==> src/rtl/dino_pkg.sv <==
// Shared types and constants for the dinosaur game: FSM states, screen geometry,
// datapath widths and the BCD magnitude compare used for the best-score update.
package dino_pkg;

    typedef enum logic [1:0] {
        IDLE = 2'd0,
        RUN  = 2'd1,
        OVER = 2'd2
    } state_e;

    localparam int unsigned H_ACTIVE = 640;
    localparam int unsigned V_ACTIVE = 480;
    localparam int unsigned SPEED_W  = 4;
    localparam int unsigned SCORE_W  = 16;
    localparam int unsigned DIGITS   = 4;

    // Strictly-greater compare of two packed BCD values, most significant digit first.
    function automatic logic bcd_gt(input logic [SCORE_W-1:0] a, input logic [SCORE_W-1:0] b);
        logic gt;
        logic decided;
        gt      = 1'b0;
        decided = 1'b0;
        for (int i = int'(DIGITS) - 1; i >= 0; i--) begin
            if (!decided && (a[i*4 +: 4] != b[i*4 +: 4])) begin
                gt      = (a[i*4 +: 4] > b[i*4 +: 4]);
                decided = 1'b1;
            end
        end
        return gt;
    endfunction

endpackage

==> src/rtl/bcd_counter4.sv <==
// Four-digit packed BCD up-counter with synchronous clear; holds at 9999.
module bcd_counter4
    import dino_pkg::*;
(
    input  logic               clkdiv,
    input  logic               RESET,
    input  logic               clear,
    input  logic               inc,
    output logic [SCORE_W-1:0] value
);

    logic [SCORE_W-1:0] value_q;
    logic [SCORE_W-1:0] value_d;
    logic               carry;

    // Ripple the increment through the digits; clear takes priority.
    always_comb begin
        value_d = value_q;
        carry   = inc && (value_q != 16'h9999);
        if (clear) begin
            value_d = '0;
        end else begin
            for (int i = 0; i < int'(DIGITS); i++) begin
                if (carry) begin
                    if (value_q[i*4 +: 4] == 4'd9) begin
                        value_d[i*4 +: 4] = 4'd0;
                    end else begin
                        value_d[i*4 +: 4] = value_q[i*4 +: 4] + 4'd1;
                        carry             = 1'b0;
                    end
                end
            end
        end
    end

    always_ff @(posedge clkdiv or posedge RESET) begin
        if (RESET) begin
            value_q <= '0;
        end else begin
            value_q <= value_d;
        end
    end

    assign value = value_q;

endmodule

==> src/rtl/game_ctrl.sv <==
// Game-state controller: collision detection on the sprite pixel streams, the
// IDLE/RUN/OVER machine, score/best-score keeping and scroll-speed ramp.
module game_ctrl
    import dino_pkg::*;
#(
    parameter int unsigned SCORE_DIV  = 6,
    parameter int unsigned SPEED_STEP = 600,
    parameter int unsigned SPEED_INIT = 3,
    parameter int unsigned SPEED_MAX  = 15
) (
    input  logic               clkdiv,
    input  logic               RESET,
    input  logic               start,
    input  logic               fresh,
    input  logic [8:0]         row_addr,
    input  logic [9:0]         col_addr,
    input  logic               cactus_px,
    input  logic               dino_px,
    output logic               game_status,
    output logic               restart,
    output logic [SPEED_W-1:0] speed,
    output logic [SCORE_W-1:0] score,
    output logic [SCORE_W-1:0] hi_score
);

    localparam int unsigned DIV_W  = $clog2(SCORE_DIV);
    localparam int unsigned STEP_W = 10;

    state_e              state_q, state_d;
    logic [1:0]          start_sync_q;
    logic                start_prev_q;
    logic                fresh_q;
    logic                hit_q, hit_d;
    logic [DIV_W-1:0]    div_cnt_q, div_cnt_d;
    logic [STEP_W-1:0]   step_cnt_q, step_cnt_d;
    logic [SPEED_W-1:0]  speed_q, speed_d;
    logic [SCORE_W-1:0]  hi_score_q, hi_score_d;
    logic                game_status_q, restart_q;
    logic                start_rise, frame_tick, coincide, collide;
    logic                enter_run, score_inc;

    assign start_rise = start_sync_q[1] & ~start_prev_q;
    assign frame_tick = fresh_q & ~fresh;
    assign coincide   = cactus_px & dino_px
                      & (row_addr < 9'(V_ACTIVE)) & (col_addr < 10'(H_ACTIVE));
    assign collide    = hit_q | coincide;

    always_comb begin
        state_d    = state_q;
        hit_d      = hit_q;
        div_cnt_d  = div_cnt_q;
        step_cnt_d = step_cnt_q;
        speed_d    = speed_q;
        hi_score_d = hi_score_q;
        enter_run  = 1'b0;
        score_inc  = 1'b0;

        case (state_q)
            IDLE, OVER: begin
                if (start_rise) begin
                    state_d   = RUN;
                    enter_run = 1'b1;
                end
            end
            RUN: begin
                if (frame_tick) begin
                    if (collide) begin
                        state_d = OVER;
                        if (bcd_gt(score, hi_score_q)) begin
                            hi_score_d = score;
                        end
                    end else begin
                        if (div_cnt_q == DIV_W'(SCORE_DIV - 1)) begin
                            div_cnt_d = '0;
                            score_inc = 1'b1;
                        end else begin
                            div_cnt_d = div_cnt_q + DIV_W'(1);
                        end
                        if (step_cnt_q == STEP_W'(SPEED_STEP - 1)) begin
                            step_cnt_d = '0;
                            if (speed_q < SPEED_W'(SPEED_MAX)) begin
                                speed_d = speed_q + SPEED_W'(1);
                            end
                        end else begin
                            step_cnt_d = step_cnt_q + STEP_W'(1);
                        end
                    end
                end
            end
            default: state_d = IDLE;
        endcase

        // Collision latch spans one frame; the tick cycle itself is covered by collide.
        if (enter_run || frame_tick) begin
            hit_d = 1'b0;
        end else if ((state_q == RUN) && coincide) begin
            hit_d = 1'b1;
        end

        if (enter_run) begin
            div_cnt_d  = '0;
            step_cnt_d = '0;
            speed_d    = SPEED_W'(SPEED_INIT);
        end
    end

    always_ff @(posedge clkdiv or posedge RESET) begin
        if (RESET) begin
            state_q       <= IDLE;
            start_sync_q  <= '0;
            start_prev_q  <= 1'b0;
            fresh_q       <= 1'b0;
            hit_q         <= 1'b0;
            div_cnt_q     <= '0;
            step_cnt_q    <= '0;
            speed_q       <= SPEED_W'(SPEED_INIT);
            hi_score_q    <= '0;
            game_status_q <= 1'b0;
            restart_q     <= 1'b0;
        end else begin
            state_q       <= state_d;
            start_sync_q  <= {start_sync_q[0], start};
            start_prev_q  <= start_sync_q[1];
            fresh_q       <= fresh;
            hit_q         <= hit_d;
            div_cnt_q     <= div_cnt_d;
            step_cnt_q    <= step_cnt_d;
            speed_q       <= speed_d;
            hi_score_q    <= hi_score_d;
            game_status_q <= (state_d == RUN);
            restart_q     <= enter_run;
        end
    end

    bcd_counter4 u_score (
        .clkdiv (clkdiv),
        .RESET  (RESET),
        .clear  (enter_run),
        .inc    (score_inc),
        .value  (score)
    );

    assign game_status = game_status_q;
    assign restart     = restart_q;
    assign speed       = speed_q;
    assign hi_score    = hi_score_q;

endmodule

==> config.mk <==
export PLATFORM = sky130hd
export DESIGN_NAME = game_ctrl
export DESIGN_NICKNAME = d
export VERILOG_FILES = /design/src/rtl/dino_pkg.sv /design/src/rtl/bcd_counter4.sv /design/src/rtl/game_ctrl.sv
export SDC_FILE = /design/constraint.sdc
export NUM_CORES = 1
export LEC_CHECK = 0
export BUFFER_PORTS_ARGS = -buffer_cell sky130_fd_sc_hd__buf_2
export CAP_MARGIN = 30
export CORE_ASPECT_RATIO = 0.5
export CORE_MARGIN = 2
export CORE_UTILIZATION = 27
export DETAILED_ROUTE_END_ITERATION = 16
export PLACE_DENSITY = 0.42
export SLEW_MARGIN = 20
export SYNTH_ARGS = -nofsm -noshare
export SYNTH_HDL_FRONTEND = slang
export SYNTH_HIERARCHICAL = 1
export SYNTH_SLANG_ARGS = --single-unit
==> constraint.sdc <==
create_clock -name clkdiv -period 2.84 [get_ports clkdiv]
set_clock_uncertainty 0.05 [all_clocks]
set_input_delay 0.426 -clock clkdiv [delete_from_list [all_inputs] [get_ports clkdiv]]
set_output_delay 0.426 -clock clkdiv [all_outputs]
set_load 0.05 [all_outputs]
### Yosys cells after proc, flatten, opt, wreduce, memory -nomap -nowiden

Cells that the tools add are included.

* reductions and logical operators: 23
* div/mod/pow operators: 0
* bitwise gates (word level): 8
* muxes and demuxes: 65
* equal/unequal tests: 15
* shift operators: 0
* $mul: 0
* $add $sub $neg: 7
* $lt $le $gt $ge: 7

Operator list (number)
* $mux 4: 14
* $mux 10: 5
* $mux 1: 36
* $add 4x1->4 const B: 5
* $reduce_bool 2->1: 9
* $eq 4x4->1 const B: 4
* $gt 4x4->1: 4
* $mux 16: 1
* $ne 16x16->1 const B: 1
* $ne 4x4->1: 4
* $mux 3: 5
* $add 10x1->10 const B: 1
* $eq 10x10->1 const B: 1
* $lt 10x10->1 const B: 1
* $lt 9x9->1 const B: 1
* $mux 2: 3
* $and 1x1->1: 5
* $logic_and 1x1->1: 5
* $reduce_and 5->1: 1
* $eq 2x1->1 const B: 2
* $lt 4x4->1 const B: 1
* $pmux 2 s2: 1
* $reduce_and 4->1: 1
* $add 3x1->3 const B: 1
* 10 further kinds: 13

* ROM bits: 0
* bits in latches: 0
* memories: 0
* input port bits: 25
* output and inout bits: 38
* flip-flop bits (word level): 58
* word-level logic and storage cells: 140
* RAM bits: 0

### Depth between registers and ports, before layout

Gate-level depths: netlist of the first run.

* depth in word-level cells: 26
* mapped depth: 10
* depth with buffers taken out: 8

### Hierarchy

The synthesis of the first run kept the hierarchy.

Modules (own cells, without submodules)
* game_ctrl: cells each 214, sequential area each 1053.5 um^2, area each 2255.9 um^2, times used 1
* bcd_counter4: cells each 102, sequential area each 400.4 um^2, area each 1042.2 um^2, times used 1

### Worst setup path after synthesis of the first run

OpenSTA, ideal clock, no wires.

* kind: input to register
* from: input port fresh
* to: register u_score.value_q[15] (netlist: u_score/value[15])
* stages: 9
* setup slack: 0.022 ns
* arrival time: 2.641 ns
* path buffers: 1
* required time: 2.662 ns
* library setup time: 0.128 ns
* cell sequence: nand4bb_1 a311oi_2 nand2_1 nor3b_1 buf_2 nand4b_1 nor4_4 nand4_1 mux2_1

* longest elaborated chain between the ends: 12

Ends and longest elaborated chain
* start, declared: line game_ctrl.sv:14 `input logic fresh,`
* $not 1->1: line game_ctrl.sv:43 `assign frame_tick = fresh_q & ~fresh;`
* $and 1x1->1: line game_ctrl.sv:43
* $mux 1: line game_ctrl.sv:66 `if (frame_tick) begin`
* $mux 1: line game_ctrl.sv:58 `case (state_q)`
* named net score_inc: line game_ctrl.sv:40 `logic enter_run, score_inc;`
* $logic_and 1x1->1: line bcd_counter4.sv:19 `carry = inc && (value_q != 16'h9999);`
* $mux 1: line bcd_counter4.sv:24 `if (carry) begin`
* $mux 1: line bcd_counter4.sv:20 `if (clear) begin`
* $mux 1: line bcd_counter4.sv:24
* $mux 1: line bcd_counter4.sv:20
* $mux 1: line bcd_counter4.sv:24
* $mux 1: line bcd_counter4.sv:20
* $reduce_bool 2->1 (no source line)
* end signal, assigned: line bcd_counter4.sv:40 `value_q <= value_d;`
* end, declared: line bcd_counter4.sv:12 `logic [SCORE_W-1:0] value_q;`

The timed path passes the listed nets, and every way through them passes these cells. The select of a mux whose other input is x is not followed.
A chain may end at the register's enable or synchronous reset.

### Worst setup path in the final report of the first run

* from: register state_q[1]
* to: register u_score.value_q[15] (netlist: u_score/value[15])

* longest elaborated chain between the ends: 10
* elaborated cells between the ends (all ways): 15
* those cells by class: eq/ne: 2; mux: 9; reduce/logical: 4

Ends and longest elaborated chain
* start, declared: line game_ctrl.sv:29 `state_e state_q, state_d;`
* start signal, assigned: line game_ctrl.sv:121 `state_q <= state_d;`
* $eq 2x1->1: line game_ctrl.sv:58
* $mux 1: line game_ctrl.sv:58
* named net score_inc: line game_ctrl.sv:40
* $logic_and 1x1->1: line bcd_counter4.sv:19
* $mux 1: line bcd_counter4.sv:24
* $mux 1: line bcd_counter4.sv:20
* $mux 1: line bcd_counter4.sv:24
* $mux 1: line bcd_counter4.sv:20
* $mux 1: line bcd_counter4.sv:24
* $mux 1: line bcd_counter4.sv:20
* $reduce_bool 2->1 (no source line)

The timed path passes the listed nets, and every way through them passes these cells. The select of a mux whose other input is x is not followed.

==> metrics.txt, run 1 <==
most instantiated cells after synthesis=56 x dfrtp_1, 27 x inv_1, 26 x ha_1; Leakage Power=~0.0021 uW; routability cong.=0.7963; synthesized netlist net count=about 370; final-stage net count=around 450; post-synthesis simple-gate area fraction=0.1920; P&R area growth vs syn=28.34%; clk_lat worst skew=roughly 0.32 ns; Cell Area, Synth=between 3000 and 4000 um^2; Mapped Cells=about 320; Post-synth EDFFs=0; FMAX=roughly 390 MHz; vias in the first global route=2590; area fraction of the dominant cell type after synthesis=0.4249; multi-input logic area=~1700 um^2; main area contributors after synthesis=dfrtp_1 42%, ha_1 9.9%, mux2_2 5.5%; Post-DP HPWL=around 5.7 mm; detailed-router iteration count before antenna repair=4; Die Footprint=around 13000 um^2; final worst slack=0.2889 ns; largest net degree at the start of global routing=39; mux contribution to synthesized area=0.07018; Final Cycle Share=0.8983; Syn. warnings=6; Synth Area in Compound Gates=0.1430; CP Max Fanout=10; global-route wire length before repair=about 13 mm; Pins Over Slew Limit=0; worst path required time=around 3 ns; I/O Buffers=50; DR WL/cell=approximately 14 um; ys async rst share=1.000; grt total ovfl=0; Yosys top cell by area=dfrtp_1; Avg Vias per Cell=about 4.5; register bit total from synthesis=between 50 and 60; Final ANT Viol Nets=0; ant diodes=0; Crit. End Element=flop; VDD IR max=approximately 0.22 mV; Placed Area=around 3900 um^2; PD cells=629.4 nW/um^2; worst hold slack=~0.17 ns; Setup crit start kind=flop; Synth Flop Type=dfrtp_1; status=finished, final reports clean; largest family of logic cells by synthesized area=simple AND/OR/NAND/NOR gates; Fin. Hold Viols=0; critical path class=flop to flop; Reg area=approximately 1500 um^2; vias=between 2000 and 3000; CTS tree=yes; max cap viols=0; Avg Inst Size Synth=~10 um^2; worst min path class=input port to flop; setup TNS=0 ns; post_cts resized=0; Filler cells=~1200; num rows=28; Routed WL=7.746 mm; Layout Utilization=0.3564; Non-Filler Cell Area, Final=about 4200 um^2; RSZ-0062 raised after global routing=false; height of the die=82.15 um; dpl ws=around 0.12 ns; CTS Buf Count=9; Tot GR Track Use=0.1274; Netlist cell types=56; Initial DRC Count=109; layout cells sized above 1=0.3153; clock sink count=between 50 and 60; cell with the most instances after synthesis=dfrtp_1; CTS Buffer Depth=2; Tmin final=between 2 and 3 ns; core area=about 12000 um^2; Arr. time, crit path=~2.7 ns; Root Buffer=clkbuf_16; clk slew on worst S/H paths=roughly 0.050 ns; num ports=63; Die Span X=approximately 160 um; H-tree depth=3; Slew HR=0.5237; Synth Area in Adders=0.09863; initial antenna violation count=0; Final setup viols=0; # DRC=0; worst slew pin tran=~0.7 ns; sequential-to-total area share from yosys stat=0.4408; Synth Area in XOR/XNOR=0.01328; Starting Density=0.2777
[cells by family after synthesis]
kind of cell / count (synthesis)
buffers and inverters: 35
and+or+nand+nor: 104
AOI/OAI and AO/OA: 67
DFF: 58
xor gates and xnor gates: 5
muxes: 21
adders and majority gates: 26
[where the power goes]
part / total, uW / internal (uW) / leakage (uW) / switching, uW
clock: 942 / 603 / 0.000123 / 339
sequential: 1020 / 942 / 0.000775 / 79.4
combinational: 701 / 241 / 0.00125 / 460
total: 2660 / 1790 / 0.00215 / 878
[final cells by class]
type	instances	area share
Multi-Input combinational cell	223	0.4029
Sequential cell	58	0.3435
Timing Repair Buffer	84	0.1209
Clock buffer	14	0.06001
Tap cell	165	0.04877
Inverter	27	0.02394
[cell usage in the layout, fill, tap and decap left out, types with 5 or more instances in the layout]
cell	synthesis	routed
a21oi_1	17	17
buf_2	3	50
buf_4	1	32
clkbuf_16	0	9
dfrtp_1	56	56
ha_1	26	26
inv_1	27	27
mux2_2	16	16
nand2_1	21	21
nand3_1	6	6
nand4_1	9	9
nor2_1	25	25
nor3_1	5	5
o21ai_0	25	25
[critical path, stage by stage, from the launching register on]
cell and delay, ns:
dfrtp_1 0.39, nand4bb_1 0.23, a311oi_2 0.30, nand2_1 0.17, nor3b_1 0.21, buf_4 0.19, nand4b_1 0.20, nor4_4 0.21
nand4_1 0.15, mux2_1 0.33
[through the flow]
step                      cells  power [uW]
after floorplan             316        1528
after global placement      552        1719
after detailed placement    553        1738
after CTS                   568        2710
after global routing        571        2840
final                       571        2664
[worst paths after layout]
| path | start | to | slack, ns | depth (start not counted) |
|---|---|---|---|---|
| worst min-delay path | start | start_sync_q[0] | 0.17 | 1 |
| worst max register to register | state_q[1] | u_score/value[15] | 0.29 | 9 |
| max in group asynchronous | RESET | speed[0] | 1.43 | 4 |
| worst max-delay path | state_q[1] | u_score/value[15] | 0.29 | 9 |
| worst min register to register | start_sync_q[0] | start_sync_q[1] | 0.30 | 0 |
| min in group asynchronous | RESET | hi_score[8] | 0.50 | 3 |
[sequential cells by signal (all words and copies together) (netlist names)]
| name | flops |
|---|---|
| state_q | 2 |
| step_cnt_q | 10 |
| fresh_q | 1 |
| hit_q | 1 |
| start_prev_q | 1 |
| hi_score | 16 |
| restart | 1 |
| game_status | 1 |
| div_cnt_q | 3 |
| u_score/value | 16 |
| speed | 4 |
| start_sync_q | 2 |
[per-layer routing]
layer	vias up	part of all wire	GRT usage
met2	20	0.48	0.2169
met1	1263	0.48	0.1585
li1	1303	-	-
met4	0	0.015	0.04865
met3	9	0.027	0.03397
met5	-	0	0
[timing repair]
action / in CTS / in global routing
buffers inserted: 0 / 3
setup endpoints to repair: 0 / 8
hold endpoints to repair: 4 / 0
hold buffers: 1 / 0
(Power assumes the default switching activity.)
==> inputs of run 2 (changes only) <==
--- a/config.mk
+++ b/config.mk
@@ -9,5 +9,5 @@
 export CAP_MARGIN = 30
 export CORE_ASPECT_RATIO = 0.5
-export CORE_MARGIN = 2
+export CORE_MARGIN = 1.5
 export CORE_UTILIZATION = 27
 export DETAILED_ROUTE_END_ITERATION = 16
==> constraint.sdc (replaced) <==
create_clock -name clkdiv -period 2.84 [get_ports clkdiv]
set_clock_uncertainty 0.05 [all_clocks]
set_input_delay 0.142 -clock clkdiv [delete_from_list [all_inputs] [get_ports clkdiv]]
set_output_delay 0.142 -clock clkdiv [all_outputs]
set_load 0.05 [all_outputs]
==> run 2 against run 1 <==
Via count grew 1.4%. Sequential share of layout area rose by 0.28 points. Worst hold slack gained 0.024 ns. Total power about the same. Setup slack lost 0.080 ns. Die area fell by 1.8%. Global-route usage fell by 0.29 points. Routed wire length is 0.54% lower.
==> metrics.txt, run 2 (synthesis gave the netlist of run 1 again) <==
status=finished, final reports clean; routability cong.=just under 0.8; VDD IR max=~0.19 mV; detailed-router iteration count before antenna repair=4; RSZ-0062 raised after global routing=false; height of the die=~80 um; CTS Buffer Depth=2; Final setup viols=0; max cap viols=0; most frequent cells in the layout=56 x dfrtp_1, 50 x buf_2, 27 x inv_1; Tot GR Track Use=0.1244; CP Max Fanout=3; P&R area growth vs syn=27.31%; Die Span X=159.3 um; crit-path cells=dlygate4sd3_1 -> buf_2 -> nand4bb_1 -> a311oi_2 -> nand2_2 -> nor3b_4 -> buf_6 -> nand4b_1 -> nor4_4 -> nand4_1 -> mux2_1; R2R depth=9; Crit. End Element=flop; startpoint of the worst hold path=col_addr[7]; num rows=28; PD cells=around 630 nW/um^2; hold path depth=4; Post-Layout Cell Count=between 500 and 600; global-route wire length before repair=~12 mm; Pins Over Slew Limit=0; final-stage net count=between 400 and 500; worst hold slack=between 0.15 and 0.2 ns; Avg Vias per Cell=4.657; FMAX=around 380 MHz; Worst path top cell family by delay=simple AND/OR/NAND/NOR gates; initial antenna violation count=0; Die Footprint=~13000 um^2; ant diodes=0; worst slew pin tran=between 0.6 and 0.7 ns; Slew HR=0.5561; Placed Cells incl. Taps=540; CTS Buf Count=9; Initial DRC Count=between 100 and 150; I/O Buffers=50; num ports=63; core area=approximately 12000 um^2; setup TNS=0 ns; Setup crit start kind=input port; Final ANT Viol Nets=0; Root Buffer=clkbuf_16; Hold Path End=hit_q; layout cells sized above 1=0.3000; vias in the first global route=~2500; CTS tree=yes; reg2reg setup slack=a little under 0.3 ns; worst min path class=input port to flop; Fin. Hold Viols=0; grt total ovfl=0; largest net degree at the start of global routing=40; clk slew on worst S/H paths=roughly 0.050 ns; H-tree depth=3; critical path class=input port to flop; clk_lat worst skew=~0.32 ns; Arr. time, crit path=approximately 2.8 ns; slowest CP cell=dlygate4sd3_1; worst path required time=between 2 and 3 ns; Post-DP HPWL=roughly 5.5 mm; DR WL/cell=around 14 um; Leakage Power=0.002109 uW; CP max stage delay=around 0.53 ns; Final Cycle Share=0.9266; Filler cells=about 1200; Tmin final=around 2.6 ns; Starting Density=0.2777; most common cell after layout, fill and taps aside=dfrtp_1; vias=2631; clock sink count=between 50 and 60; Worst R2R Start=state_q[1]; Routed WL=slightly below 8 mm; terminus of the critical flop-to-flop path=u_score/value[15]; # DRC=0; Crit path buffers/inverters=3; Layout Utilization=0.3536
run 2: cell count changes in the layout (fill, tap and decap cells not counted):
cell,before,now
nand2_2,0,1
buf_4,32,22
nand2_1,21,20
nor3b_4,0,1
nor3b_1,2,1
clkbuf_1,4,6
dlygate4sd3_1,1,3
run 2: worst min-delay path, delay by kind of cell:
kind | cells | cell delay (ns)
buffers and inverters | 1 | 0.08
AOI/OAI and AO/OA | 2 | 0.18
and+or+nand+nor | 1 | 0.12
run 2: cell type report:
type / instances / area (um^2) / share of cell area
Clock buffer: 16 / 261.5 / 0.06228
Inverter: 27 / 101.3 / 0.02414
Multi-Input combinational cell: 223 / 1719 / 0.4094
Sequential cell: 58 / 1454 / 0.3462
Tap cell: 165 / 206.4 / 0.04917
Timing Repair Buffer: 76 / 456.7 / 0.1088
run 2: worst max-delay path by stage:
| stage | start | to | cells after the start |
|---|---|---|---|
| floorplan | state_q[1] | u_score/value[15] | 9 |
| global placement | state_q[1] | u_score/value[15] | 9 |
| detailed placement | state_q[1] | u_score/value[15] | 9 |
| CTS | fresh | u_score/value[15] | 11 |
| finish | fresh | u_score/value[15] | 11 |
| global route | fresh | u_score/value[15] | 11 |
run 2: routing by layer:
metal / part of all wire / track usage
met4: 0.010 / 0.03962
met5: 0 / 0
met3: 0.030 / 0.03779
met1: 0.47 / 0.1553
met2: 0.48 / 0.2092
run 2: where the power goes:
group	internal (uW)	total (uW)	switching (uW)
clock	615	968	353
combinational	224	667	444
sequential	941	1030	89.1
run 2: through the flow:
step                total power (uW)  setup slack (ns)  instance area, um^2
detailed placement              1699            0.1902                 3845
finish                          2666            0.2085                 4199
global route                    2814          0.007981                 4199
floorplan                       1528           0.05909                 3298
global placement                1690            0.2507                 3845
CTS                             2696            0.1126                 4136
run 2: what timing repair did:
action | CTS | global route
hold buffers | 3 | 0
setup endpoints to repair | 0 | 6
setup buffers | 0 | 6
hold endpoints to repair | 21 | 0
gates resized for setup | 0 | 4
